--- config.mk ---
export PLATFORM = sky130hd
export DESIGN_NAME = motoro3_step_sequencer
export DESIGN_NICKNAME = d
export VERILOG_FILES = /design/src/rtl/motoro3_step_sequencer.sv
export SDC_FILE = /design/constraint.sdc
export NUM_CORES = 1
export LEC_CHECK = 0
export CAP_MARGIN = 20
export CORE_ASPECT_RATIO = 1.5
export CORE_UTILIZATION = 50
export CTS_CLUSTER_SIZE = 24
export DETAILED_ROUTE_END_ITERATION = 6
export PLACE_DENSITY = 0.74
export RECOVER_POWER = 100
export SYNTH_ARGS = -nofsm -noshare
export SYNTH_HDL_FRONTEND = slang
export SYNTH_SLANG_ARGS = --single-unit
--- constraint.sdc ---
create_clock -name clk -period 3.8 [get_ports clk]
set_input_delay 0.38 -clock clk [delete_from_list [all_inputs] [get_ports clk]]
set_output_delay 0.38 -clock clk [all_outputs]
set_load 0.005 [all_outputs]
--- src/rtl/motoro3_step_sequencer.sv ---
// Step/timebase controller for the 3-phase motor PWM datapath: per-step counter,
// step index, First/Last strobes and the PWM gate, with start, orderly stop and fault abort.
module motoro3_step_sequencer #(
   parameter int unsigned STEP_MAX = 11,
   parameter int unsigned LEN_MIN  = 4
) (
   input  logic        clk,
   input  logic        nRst,
   input  logic        runEn,
   input  logic        faultIn,
   input  logic [24:0] m3r_stepLen,
   output logic        pwmActive1,
   output logic [3:0]  sgStep,
   output logic [24:0] m3cnt,
   output logic        m3cntFirst2,
   output logic        m3cntFirst1,
   output logic        m3cntLast2,
   output logic        m3cntLast1,
   output logic        cycleDone,
   output logic        busy,
   output logic        faultFlag
);

   typedef enum logic [2:0] {
      IDLE,
      ARM,
      RUN,
      STOP,
      FAULT
   } stateT;

   localparam logic [3:0]  STEP_LAST = 4'(STEP_MAX);
   localparam logic [3:0]  STEP_NONE = 4'd15;
   localparam logic [24:0] LEN_FLOOR = 25'(LEN_MIN);

   stateT       state;
   stateT       stateNext;
   logic [24:0] lenQ;
   logic [24:0] lenNext;
   logic [24:0] cntNext;
   logic [3:0]  stepNext;
   logic        faultNext;
   logic [24:0] lenClamped;
   logic [24:0] advCnt;
   logic [3:0]  advStep;
   logic [24:0] advLen;
   logic        stepEnd;
   logic        cycleEnd;
   logic        counting;

   // Requested lengths below the floor are raised to it so the four strobes stay distinct.
   assign lenClamped = (m3r_stepLen < LEN_FLOOR) ? LEN_FLOOR : m3r_stepLen;
   assign stepEnd    = (m3cnt == lenQ - 25'd1);
   assign cycleEnd   = stepEnd && (sgStep == STEP_LAST);
   assign counting   = (state == RUN) || (state == STOP);

   // A step boundary restarts the count and picks up the newest length request.
   assign advCnt  = stepEnd ? 25'd0 : m3cnt + 25'd1;
   assign advStep = stepEnd ? ((sgStep == STEP_LAST) ? 4'd0 : sgStep + 4'd1) : sgStep;
   assign advLen  = stepEnd ? lenClamped : lenQ;

   always_ff @(negedge clk or negedge nRst) begin
      if (!nRst) begin
         state     <= IDLE;
         m3cnt     <= 25'd0;
         sgStep    <= STEP_NONE;
         lenQ      <= LEN_FLOOR;
         faultFlag <= 1'b0;
      end else begin
         state     <= stateNext;
         m3cnt     <= cntNext;
         sgStep    <= stepNext;
         lenQ      <= lenNext;
         faultFlag <= faultNext;
      end
   end

   // Fault is checked first in every active state so it beats step boundaries and runEn.
   always_comb begin
      stateNext = state;
      cntNext   = m3cnt;
      stepNext  = sgStep;
      lenNext   = lenQ;
      faultNext = faultFlag;
      case (state)
         IDLE: begin
            cntNext  = 25'd0;
            stepNext = STEP_NONE;
            if (runEn && !faultIn && !faultFlag) begin
               stateNext = ARM;
            end
         end
         ARM: begin
            cntNext = 25'd0;
            if (faultIn) begin
               stateNext = FAULT;
               stepNext  = STEP_NONE;
               faultNext = 1'b1;
            end else begin
               stateNext = RUN;
               stepNext  = 4'd0;
               lenNext   = lenClamped;
            end
         end
         RUN: begin
            if (faultIn) begin
               stateNext = FAULT;
               cntNext   = 25'd0;
               stepNext  = STEP_NONE;
               faultNext = 1'b1;
            end else begin
               cntNext  = advCnt;
               stepNext = advStep;
               lenNext  = advLen;
               if (!runEn) begin
                  stateNext = STOP;
               end
            end
         end
         STOP: begin
            if (faultIn) begin
               stateNext = FAULT;
               cntNext   = 25'd0;
               stepNext  = STEP_NONE;
               faultNext = 1'b1;
            end else if (!runEn && cycleEnd) begin
               stateNext = IDLE;
               cntNext   = 25'd0;
               stepNext  = STEP_NONE;
            end else begin
               cntNext  = advCnt;
               stepNext = advStep;
               lenNext  = advLen;
               if (runEn) begin
                  stateNext = RUN;
               end
            end
         end
         FAULT: begin
            cntNext   = 25'd0;
            stepNext  = STEP_NONE;
            faultNext = 1'b1;
            if (!faultIn && !runEn) begin
               stateNext = IDLE;
               faultNext = 1'b0;
            end
         end
         default: begin
            stateNext = IDLE;
            cntNext   = 25'd0;
            stepNext  = STEP_NONE;
         end
      endcase
   end

   assign pwmActive1  = counting;
   assign busy        = (state == ARM) || counting;
   assign m3cntFirst2 = counting && (m3cnt == 25'd0);
   assign m3cntFirst1 = counting && (m3cnt == 25'd1);
   assign m3cntLast2  = counting && (m3cnt == lenQ - 25'd2);
   assign m3cntLast1  = counting && stepEnd;
   assign cycleDone   = counting && cycleEnd;

endmodule

==> results of run 1 <==
-- state kept, by name (all words and copies together), names as in the netlist --
register and cells:
m3cnt 25, sgStep 4, faultFlag 1, state 3
lenQ 25
-- placed cells by master, fill, tap and decap left out, types with 6 or more instances in the layout --
cell,instances
nand3_1,22
clkbuf_1,7
nor2_1,57
and3_1,14
nand4_1,9
dfrtn_1,53
buf_6,15
a21oi_1,7
clkdlybuf4s50_1,45
dlygate4sd2_1,6
buf_2,8
mux2i_1,6
clkbuf_2,10
inv_1,18
xor2_1,31
buf_4,135
o21ai_0,15
clkbuf_16,9
xnor2_1,38
nor4_1,10
mux2_4,17
nand2_1,37
nor3_1,12
-- kinds of logic (layout without fill, tap and decap cells) --
group | count (synthesis) | in the layout | share of synthesized area (%)
simple gates | 218 | 218 | 27.9
xor+xnor | 71 | 71 | 14.2
compound gates | 59 | 59 | 9.28
flops | 58 | 58 | 33.3
mux | 28 | 28 | 8.48
fa+ha+maj | 6 | 6 | 1.71
buf+inv | 43 | 271 | 5.20
-- layout make-up --
class | instances | area (um^2)
clock inverter | 11 | 123
tap | 107 | 134
clock buffer | 10 | 229
fill | 579 | 1650
timing repair buffer | 235 | 1900
multi-input combinational | 382 | 2910
inverter | 15 | 56.3
sequential | 58 | 1460
-- per-layer routing --
layer	wire, um	share of wire [%]	vias up	GRT usage [%]
met3	635	4.1	71	5.63
met1	5330	35	2270	34.0
li1	-	-	2163	-
met2	8340	54	211	65.2
met5	0	0	-	0
met4	1060	6.9	0	23.7
-- power by group through the flow --
stage / combinational (W) / clock (W) / sequential (W)
global route: 0.00237 / 0.000982 / 0.00104
detailed placement: 0.00208 / 0.00000981 / 0.00103
floorplan: 0.00118 / 0.00000981 / 0.000941
CTS: 0.00215 / 0.000948 / 0.00102
finish: 0.00222 / 0.000940 / 0.00103
global placement: 0.00203 / 0.00000981 / 0.00102
-- through the flow --
| step | std cells | area, um^2 | power [W] |
|---|---|---|---|
| finish | 818 | 6810 | 0.00418 |
| detailed placement | 770 | 6160 | 0.00312 |
| global route | 818 | 6810 | 0.00439 |
| global placement | 770 | 6160 | 0.00307 |
| CTS | 811 | 6750 | 0.00412 |
| floorplan | 483 | 4460 | 0.00213 |
-- final timing paths --
path | startpoint | endpoint | slack, ns | depth (start not counted)
max | lenQ[2] | cycleDone | -1.40 | 12
min | sgStep[3] | sgStep[3] | 0.55 | 2
max reg2reg | lenQ[2] | lenQ[3] | 0.41 | 13
min reg2reg | sgStep[3] | sgStep[3] | 0.55 | 2
max in group asynchronous | nRst | lenQ[20] | 0.56 | 2
min in group asynchronous | nRst | state[1] | 2.04 | 1
-- worst max-delay path: stages (launching register included) --
cell and delay (ns):
dfstp_2 0.59, inv_2 0.07, ha_4 0.18, nor4b_4 0.15
and4_4 0.18, buf_4 0.14, a21oi_1 0.13, a31oi_1 0.08
a211oi_2 0.36, nand4_4 0.17, buf_6 0.16, nor3_4 0.15
buf_2 0.14
-- timing repair --
action	CTS	global route
pin swaps	16	10
gates resized for setup	62	22
hold buffers	0	0
setup buffers	21	7
endpoints found under the setup margin	13	18
==> flow_metrics.py, run 1 <==
metrics = {
    "outcome": {
        "status": "complete, but fails checks",
        "violations": "setup timing",
    },
    "die": {
        "rows": 41,
        "core_area_um2": 8460,
        "fp.dieH_um": 117,
        "fp.dieW_um": 78.4,
        "dieArea_um2": 9150,
        "io_pins": 66,
        "start_util_pct": 51.8,
    },
    "global_route": {
        "grt.overflow.total": 0,
        "antenna_found_initial": 0,
        "grt_pass1_vias": 4774,
        "grt_use_total_pct": 34.4,
        "grt_max_degree": 25,
        "grt_first_pass_wirelength_um": 23600,
    },
    "route": {
        "vias": 4715,
        "drt-total-wl_um": 15400,
        "dr.first_iter.drc_count": 247,
        "via_per_inst": 5.76,
        "firstDrtPassIters": 6,
        "ant_nets": 0,
        "drc_errors": 0,
        "drt-wirelength-per-cell_um": 18.8,
    },
    "cells_and_area": {
        "antenna_cells": 0,
        "nets": 741,
        "syn2layout_area_growth_pct": 55.5,
        "drive_gt1_share_pct": 37.1,
        "final_util_pct": 80.5,
    },
    "logic_synthesis": {
        "syn_avg_cell_area_um2": 9.07,
        "ys_top_cells_by_count": "60 x nor2_1, 53 x dfrtn_1, 40 x xnor2_1",
        "synth.distinct_cells": 70,
        "syn_area_um2": 4380,
        "synth_top_area_share_pct": 30.3,
        "synthArstFlopShare_pct": 100,
        "yosysMostFrequentCell": "nor2_1",
        "yosysSeqAreaShare_pct": 33.3,
        "ys_ff_latch": 58,
        "synth_top_area_cell": "dfrtn_1",
        "synth_nets": 518,
        "synth_edf_count": 0,
        "yosysWarnings": 0,
        "synth_ff_type": "dfrtn_1",
        "ys_top_cells_by_area": "dfrtn_1 30%, xnor2_1 8.0%, xor2_1 6.2%, mux2_4 5.8%, nor2_1 5.1%",
        "netlist_instances": 483,
    },
    "timing": {
        "slew_headroom_pct": 22.7,
        "drv_slew": 0,
        "worstMarginPinSlew_ns": 1.16,
        "holdWs_ns": 0.551,
        "finalSetupViolations": 31,
        "hold_violations": 0,
        "rsz0062_at_grt": "true",
        "setup_ws_ns": -1.40,
        "fin_worst_skew_ns": 0.0543,
        "fin_tns_setup_ns": -5.92,
    },
    "clock_tree": {
        "cts.htree.levels": 3,
        "clock_tree.root_cell": "clkbuf_16",
        "clkSinkCount": 58,
        "cts_tree": "done",
        "insertion_delay_ns": 0.39,
        "clock_path_buffers": 2,
        "cts_inserted_buffers": 9,
        "path_clk_slew_ns": 0.04,
    },
    "worst_setup_path": {
        "path_class": "reg -> out",
        "cp.required_ns": 3.42,
        "cp_max_fo": 5,
        "end_kind": "output pin",
        "worstSetupStartpointType": "flop",
        "cp.arrival_ns": 4.82,
    },
    "pwr": {
        "vdd_ir_drop_max_v": 0.000384,
        "p_int_w": 0.00260,
        "p_switching_w": 0.00158,
        "p_comb_share_pct": 53.0,
        "pwr-share-seq_pct": 24.5,
        "static-leakage-power_nw": 3.06,
        "power.share.clock_pct": 22.5,
        "p_per_area_nw_per_um2": 614,
        "swShare_pct": 37.8,
    },
    "placed_design": {
        "place.gp.congestion": 0.917,
        "port-buffer-count": 65,
        "pre_cts_slack_ns": -1.35,
        "dp_hpwl_um": 11200,
    },
    "flow_run": {
        "cap_viol_max_count": 0,
    },
    "worst_hold_path": {
        "hold_class": "reg -> reg",
    },
}
Power figures use the tool's default switching activity.
==> run 2: changes to the inputs <==
--- a/config.mk
+++ b/config.mk
@@ -5,12 +5,12 @@
 export SDC_FILE = /design/constraint.sdc
 export NUM_CORES = 1
 export LEC_CHECK = 0
-export CAP_MARGIN = 20
+export ABC_AREA = 1
 export CORE_ASPECT_RATIO = 1.5
 export CORE_UTILIZATION = 50
 export CTS_CLUSTER_SIZE = 24
 export DETAILED_ROUTE_END_ITERATION = 6
-export PLACE_DENSITY = 0.74
+export PLACE_DENSITY = 0.73
 export RECOVER_POWER = 100
 export SYNTH_ARGS = -nofsm -noshare
 export SYNTH_HDL_FRONTEND = slang
==> constraint.sdc (replaced) <==
create_clock -name clk -period 5.23 [get_ports clk]
set_input_delay 0.523 -clock clk [delete_from_list [all_inputs] [get_ports clk]]
set_output_delay 0.523 -clock clk [all_outputs]
set_load 0.005 [all_outputs]
==> run 2 against run 1 <==
  * Flip-flop and latch count stayed put
  * Wire length is 13% higher
  * Synthesized area is 12% higher
  * Critical path type unchanged
  * Non-clock buffer count is 37 lower
  * The flow finishes with violations (capacitance limit, slew limit, setup timing)
  * Global-route usage is 0.34 points higher
  * Die area is 12% higher
  * Hold slack worse by 0.096 ns
  * Worst setup slack better by 0.96 ns
  * Clock-buffer cell count is 4 higher
  * Clock power is 37% lower
==> flow_metrics.py, run 2 <==
metrics = {
    "worst_setup_path": {
        "path_class": "reg -> out",
        "worstSetupStartpointType": "flop",
        "cp_max_fo": 7,
        "cp.arrival_ns": 5.15,
        "rrSetupSlack_ns": 1.50,
        "crit_path_cell_trace": "inv_1 > ha_4 > nand2_4 > buf_6 > nor2_4 > nand2_1 > nand2_1 > nand2_1 > inv_2 > nand3_1 > nor2_1 > nand3_2 > nor2_4 > nand2_4 > nor3_2 > buf_2",
        "reg2regPathDepth": 21,
        "critical_path.reg2reg.endpoint": "lenQ[23]",
        "cp_slowest_stage_delay_ns": 0.35,
        "regToRegStartpoint": "lenQ[0]",
        "cp.required_ns": 4.71,
        "cp_common_cell": "nand2_1",
        "cp_slowest_cell": "dfrtn_1",
        "end_kind": "output pin",
    },
    "timing": {
        "slew_headroom_pct": -25.5,
        "setup_ws_ns": -0.439,
        "drv_slew": 35,
        "rsz0062_at_grt": "true",
        "fin_tns_setup_ns": -1.23,
        "finalSetupViolations": 3,
        "fin_worst_skew_ns": 0.0531,
        "hold_violations": 0,
        "worstMarginPinSlew_ns": 1.88,
    },
    "cells_and_area": {
        "syn2layout_area_growth_pct": 42.6,
        "layout_common_cells": "180 x nand2_1, 107 x buf_4, 98 x inv_1",
        "fillCellCount": 796,
        "seqCellArea_um2": 1460,
        "drive_gt1_share_pct": 23.5,
        "nets": 973,
        "multi_input_area_um2": 3120,
        "antenna_cells": 0,
        "top_regs": "lenQ: 25 flops, m3cnt: 25 flops, sgStep: 4 flops",
        "layout_commonest_cell": "nand2_1",
    },
    "pwr": {
        "vdd_ir_drop_max_v": 0.000410,
        "p_per_area_nw_per_um2": 498,
        "static-leakage-power_nw": 3.39,
    },
    "die": {
        "fp.dieW_um": 82.8,
        "core_area_um2": 9360,
        "dieArea_um2": 10200,
        "start_util_pct": 52.3,
        "io_pins": 66,
        "rows": 43,
        "fp.dieH_um": 123,
    },
    "clock_tree": {
        "cts_tree": "done",
        "cts_inserted_buffers": 9,
        "clkSinkCount": 58,
        "postCtsHoldBufs": 0,
        "cts.htree.levels": 3,
        "path_clk_slew_ns": 0.04,
        "clock_path_buffers": 2,
        "clock_tree.root_cell": "clkbuf_16",
        "insertion_delay_ns": 0.40,
    },
    "logic_synthesis": {
        "syn_avg_cell_area_um2": 6.68,
        "synth_top_area_share_pct": 27.1,
        "synth_nets": 768,
        "yosysSeqAreaShare_pct": 29.8,
        "synth_edf_count": 0,
        "syn_area_um2": 4900,
        "synth_ff_type": "dfrtn_1",
        "ys_ff_latch": 58,
        "yosysMostFrequentCell": "nand2_1",
        "synth.distinct_cells": 41,
        "yosysWarnings": 0,
        "synth_top_area_cell": "dfrtn_1",
        "netlist_instances": 733,
        "ys_top_cells_by_count": "189 x nand2_1, 101 x inv_1, 98 x nor2_1",
        "synthArstFlopShare_pct": 100,
        "ys_top_cells_by_area": "dfrtn_1 27%, nand2_1 14%, inv_1 7.7%, nor2_1 7.5%, xor2_1 7.2%",
    },
    "route": {
        "drc_errors": 0,
        "met1Wirelength_um": 6380,
        "drt-total-wl_um": 17400,
        "ant_nets": 0,
        "drt-wirelength-per-cell_um": 16.4,
        "vias": 5723,
        "topRoutingLayerUsed": "met4",
        "routed-wl-met3_um": 789,
        "firstDrtPassIters": 6,
        "via_per_inst": 5.42,
        "dr.first_iter.drc_count": 333,
        "met2_length_um": 9060,
    },
    "outcome": {
        "violations": "capacitance limit, slew limit, setup timing",
        "status": "complete, but fails checks",
    },
    "global_route": {
        "grt.overflow.total": 0,
        "grt_use_total_pct": 34.8,
        "grt_max_degree": 44,
        "grt_pass1_vias": 5680,
        "grt_first_pass_wirelength_um": 27100,
        "antenna_found_initial": 0,
    },
    "worst_hold_path": {
        "hold_class": "reg -> reg",
        "hold_end": "lenQ[6]",
        "worstHoldStart": "lenQ[6]",
        "hold-path-cell-count": 2,
    },
    "placed_design": {
        "pre_cts_slack_ns": -0.497,
        "port-buffer-count": 65,
        "place.gp.congestion": 0.972,
        "dp_hpwl_um": 13600,
    },
    "flow_run": {
        "cap_viol_max_count": 1,
    },
}
run 2: worst max-delay path by stage:
stage | cells after the start | startpoint | to
global route | 16 | lenQ[2] | cycleDone
floorplan | 10 | lenQ[1] | m3cntLast2
detailed placement | 17 | lenQ[1] | cycleDone
finish | 16 | lenQ[0] | cycleDone
CTS | 13 | lenQ[2] | cycleDone
global placement | 12 | lenQ[6] | m3cntLast2
run 2: what timing repair did:
item | CTS | global route
gates cloned | 0 | 2
endpoints found under the setup margin | 5 | 3
resized for setup | 41 | 28
buffers inserted | 7 | 6
pin swaps | 16 | 16
run 2: stage by stage:
step | hold slack (ns) | util (%) | total power [W] | instances | instance area [um^2]
after detailed placement | 0.460 | 69.6 | 0.00268 | 1021 | 6510
after CTS | 0.461 | 74.3 | 0.00336 | 1048 | 6960
after global routing | 0.496 | 74.6 | 0.00371 | 1055 | 6980
after floorplan | 0.428 | - | 0.00183 | 733 | 4900
final | 0.455 | 74.6 | 0.00348 | 1055 | 6980
after global placement | 0.455 | 69.6 | 0.00264 | 1021 | 6510
run 2: metal layers:
metal / up-vias / GRT usage, %
li1: 2761 / -
met1: 2657 / 35.0
met2: 219 / 65.6
met3: 86 / 5.54
met4: 0 / 24.0
met5: - / 0
run 2: layout make-up:
| type | count | share of cell area, % |
|---|---|---|
| multi-input combinational | 561 | 44.6 |
| timing repair buffer | 198 | 22.5 |
| sequential | 58 | 20.9 |
| inverter | 105 | 5.68 |
| clock buffer | 14 | 3.94 |
| tap | 112 | 2.01 |
| clock inverter | 7 | 0.412 |
run 2: worst max-delay path: cells and delay by family (launching register included):
family	cells	cell delay [ns]
DFF	1	0.35
adders and majority gates	1	0.18
buffers and inverters	4	0.47
and+or+nand+nor	11	1.19
run 2: cell families after synthesis:
| logic type | Yosys count | share of synthesized area, % |
|---|---|---|
| adders and majority gates | 6 | 1.53 |
| and+or+nand+nor | 442 | 41.3 |
| AOI/OAI and AO/OA | 58 | 8.18 |
| buffers and inverters | 116 | 9.71 |
| DFF | 58 | 29.8 |
| xor gates and xnor gates | 53 | 9.48 |
run 2: report_power, final:
group | total [W] | switching [W] | internal, W
sequential | 0.000716 | 0.000133 | 0.000583
combinational | 0.00217 | 0.00121 | 0.000963
clock | 0.000591 | 0.000225 | 0.000366
total | 0.00348 | 0.00157 | 0.00191
==> run 3: changes to the inputs <==
--- a/config.mk
+++ b/config.mk
@@ -10,6 +10,7 @@
 export CORE_UTILIZATION = 50
 export CTS_CLUSTER_SIZE = 24
 export DETAILED_ROUTE_END_ITERATION = 6
+export GPL_ROUTABILITY_DRIVEN = 1
 export PLACE_DENSITY = 0.73
 export RECOVER_POWER = 100
 export SYNTH_ARGS = -nofsm -noshare
==> constraint.sdc (replaced) <==
create_clock -name clk -period 6.4 [get_ports clk]
set_input_delay 0.64 -clock clk [delete_from_list [all_inputs] [get_ports clk]]
set_output_delay 0.64 -clock clk [all_outputs]
set_load 0.005 [all_outputs]
==> run 3 against run 2 <==
  * The run ends with capacitance limit, slew limit left
  * Via count is 7.7% lower
  * Worst setup slack better by 0.47 ns
  * Largest cell class unchanged
  * Global-route usage is 2.6 points lower
  * Highest routed layer unchanged
  * Die area stayed put
  * Sequential power is 13% lower
  * Sequential share of layout area is 1.6 points higher
==> flow_metrics.py, run 3 (same netlist as run 2, synthesis figures left out) <==
metrics = {
    "outcome": {
        "status": "complete, but fails checks",
        "violations": "capacitance limit, slew limit",
    },
    "worst_setup_path": {
        "cp_top_family": "simple AND/OR/NAND/NOR gates",
        "crit_path_cell_trace": "buf_6 > nor2_4 > nand2_4 > nor2_4 > buf_4 > xnor2_1 > nor2_1 > nand2_1 > nor2_1 > nand3_2 > nor2_4 > nand2_4 > nor3_2 > buf_2",
        "cp_slowest_cell": "dfstp_2",
        "crit_start": "lenQ[2]",
        "cp_max_fo": 6,
        "cp_common_cell": "nor2_4",
        "cp_num_buf_inv": 3,
        "regToRegStartpoint": "lenQ[2]",
        "cp.required_ns": 5.76,
        "end_kind": "output pin",
        "cp.arrival_ns": 5.73,
        "worstSetupStartpointType": "flop",
        "path_class": "reg -> out",
        "cp_slowest_stage_delay_ns": 0.54,
    },
    "die": {
        "start_util_pct": 52.3,
        "dieArea_um2": 10200,
        "fp.dieH_um": 123,
        "rows": 43,
        "core_area_um2": 9360,
        "fp.dieW_um": 82.8,
        "io_pins": 66,
    },
    "timing": {
        "setup_ws_ns": 0.0334,
        "worstMarginPinSlew_ns": 1.69,
        "fin_tns_setup_ns": 0,
        "rsz0062_at_grt": "true",
        "slew_headroom_pct": -12.8,
        "holdWs_ns": 0.465,
        "hold_violations": 0,
        "drv_slew": 31,
        "fin_worst_skew_ns": 0.0517,
        "finalSetupViolations": 0,
    },
    "cells_and_area": {
        "layout_common_cells": "179 x nand2_1, 101 x inv_1, 84 x nor2_1",
        "drive_gt1_share_pct": 17.2,
        "top_regs": "lenQ: 25 flops, m3cnt: 25 flops, sgStep: 4 flops",
        "syn2layout_area_growth_pct": 32.4,
        "final_util_pct": 69.3,
        "nets": 898,
        "layout_commonest_cell": "nand2_1",
        "fillCellCount": 848,
        "antenna_cells": 0,
    },
    "placed_design": {
        "port-buffer-count": 65,
        "place.gp.congestion": 0.959,
        "pre_cts_slack_ns": -0.0498,
        "dp_hpwl_um": 12600,
    },
    "flow_run": {
        "cap_viol_max_count": 1,
    },
    "global_route": {
        "grt.overflow.total": 0,
        "grt_pass1_vias": 5063,
        "antenna_found_initial": 0,
        "grt_first_pass_wirelength_um": 25200,
        "grt_use_total_pct": 32.2,
        "grt_max_degree": 44,
    },
    "clock_tree": {
        "clock_path_buffers": 2,
        "cts_tree": "done",
        "cts.htree.levels": 3,
        "insertion_delay_ns": 0.38,
        "clock_tree.root_cell": "clkbuf_16",
        "clkSinkCount": 58,
        "path_clk_slew_ns": 0.04,
        "cts_inserted_buffers": 9,
    },
    "pwr": {
        "vdd_ir_drop_max_v": 0.000280,
        "power_w": 0.00262,
        "static-leakage-power_nw": 3.11,
        "p_per_area_nw_per_um2": 404,
    },
    "route": {
        "vias": 5282,
        "via_per_inst": 5.39,
        "drt-total-wl_um": 16000,
        "dr.first_iter.drc_count": 303,
        "drc_errors": 0,
        "firstDrtPassIters": 5,
        "drt-wirelength-per-cell_um": 16.3,
        "ant_nets": 0,
    },
    "worst_hold_path": {
        "hold_class": "reg -> reg",
        "worstHoldStart": "state[1]",
    },
}
==> run 3: cell types whose count changed in the layout (fill, tap and decap cells not counted), moves of 3 or more <==
cell / change
nor2_4: +3
dlygate4sd3_1: +12
buf_4: -62
clkbuf_1: -14
clkdlybuf4s50_1: -10
o21ai_0: +17
inv_1: +3
o21ai_2: -16
nor2_1: -4
==> run 3: report_power, final <==
part	internal (W)	leakage, nW	total [W]	switching, W
sequential	0.000476	0.753	0.000622	0.000146
clock	0.000358	0.183	0.000535	0.000178
combinational	0.000586	2.17	0.00147	0.000879
total	0.00142	3.11	0.00262	0.00120
==> run 3: worst paths after layout <==
| kind | cells after the start | slack (ns) | end |
|---|---|---|---|
| setup / recovery | 14 | 0.03 | cycleDone |
| hold / removal | 1 | 0.47 | state[1] |
| setup reg to reg | 19 | 2.96 | m3cnt[19] |
| hold reg to reg | 1 | 0.47 | state[1] |
| max in group asynchronous | 2 | 0.93 | lenQ[14] |
| min in group asynchronous | 1 | 3.81 | m3cnt[10] |
==> run 3: what timing repair did <==
| action | 4_1_cts | 5_1_grt |
|---|---|---|
| setup endpoints to repair | 3 | 3 |
| gates cloned | 2 | 0 |
| gates resized for setup | 21 | 50 |
| hold buffers | 0 | 0 |
| hold endpoints to repair | 0 | 0 |
| buffers inserted | 2 | 14 |
| pin swaps | 5 | 30 |
==> run 3: metrics by stage <==
step | area [um^2] | std cells
global placement | 5920 | 942
detailed placement | 5920 | 942
CTS | 6330 | 966
floorplan | 4900 | 733
global route | 6480 | 980
finish | 6480 | 980
==> run 3: metal layers <==
metal | vias up | wire length (um) | GRT usage [%]
met3 | 54 | 576 | 4.67
met1 | 2460 | 6250 | 35.4
met5 | - | 0 | 0
met4 | 0 | 958 | 19.2
li1 | 2609 | - | -
met2 | 159 | 8220 | 58.8
==> run 3: worst register-to-register path: stages (launching register included) <==
cell and delay, ns:
dfstp_2 0.54, buf_6 0.12, nor2_4 0.05, nand2_4 0.12, nor2_4 0.08, buf_4 0.14
xnor2_1 0.12, nor2_1 0.18, nand2_1 0.07, nor2_1 0.11, nand3_2 0.11, nor2_4 0.13
nand2_4 0.07, buf_4 0.13, buf_4 0.14, nand2_2 0.06, inv_2 0.08, nand2_1 0.30
clkbuf_1 0.55, nor2_1 0.12
==> run 3: layout make-up <==
type	instances	area [um^2]	area share [%]
multi-input combinational	561	3110	48.0
sequential	58	1460	22.5
clock inverter	10	95.1	1.47
tap	112	140	2.16
timing repair buffer	123	1040	16.0
clock buffer	11	246	3.80
inverter	105	394	6.08
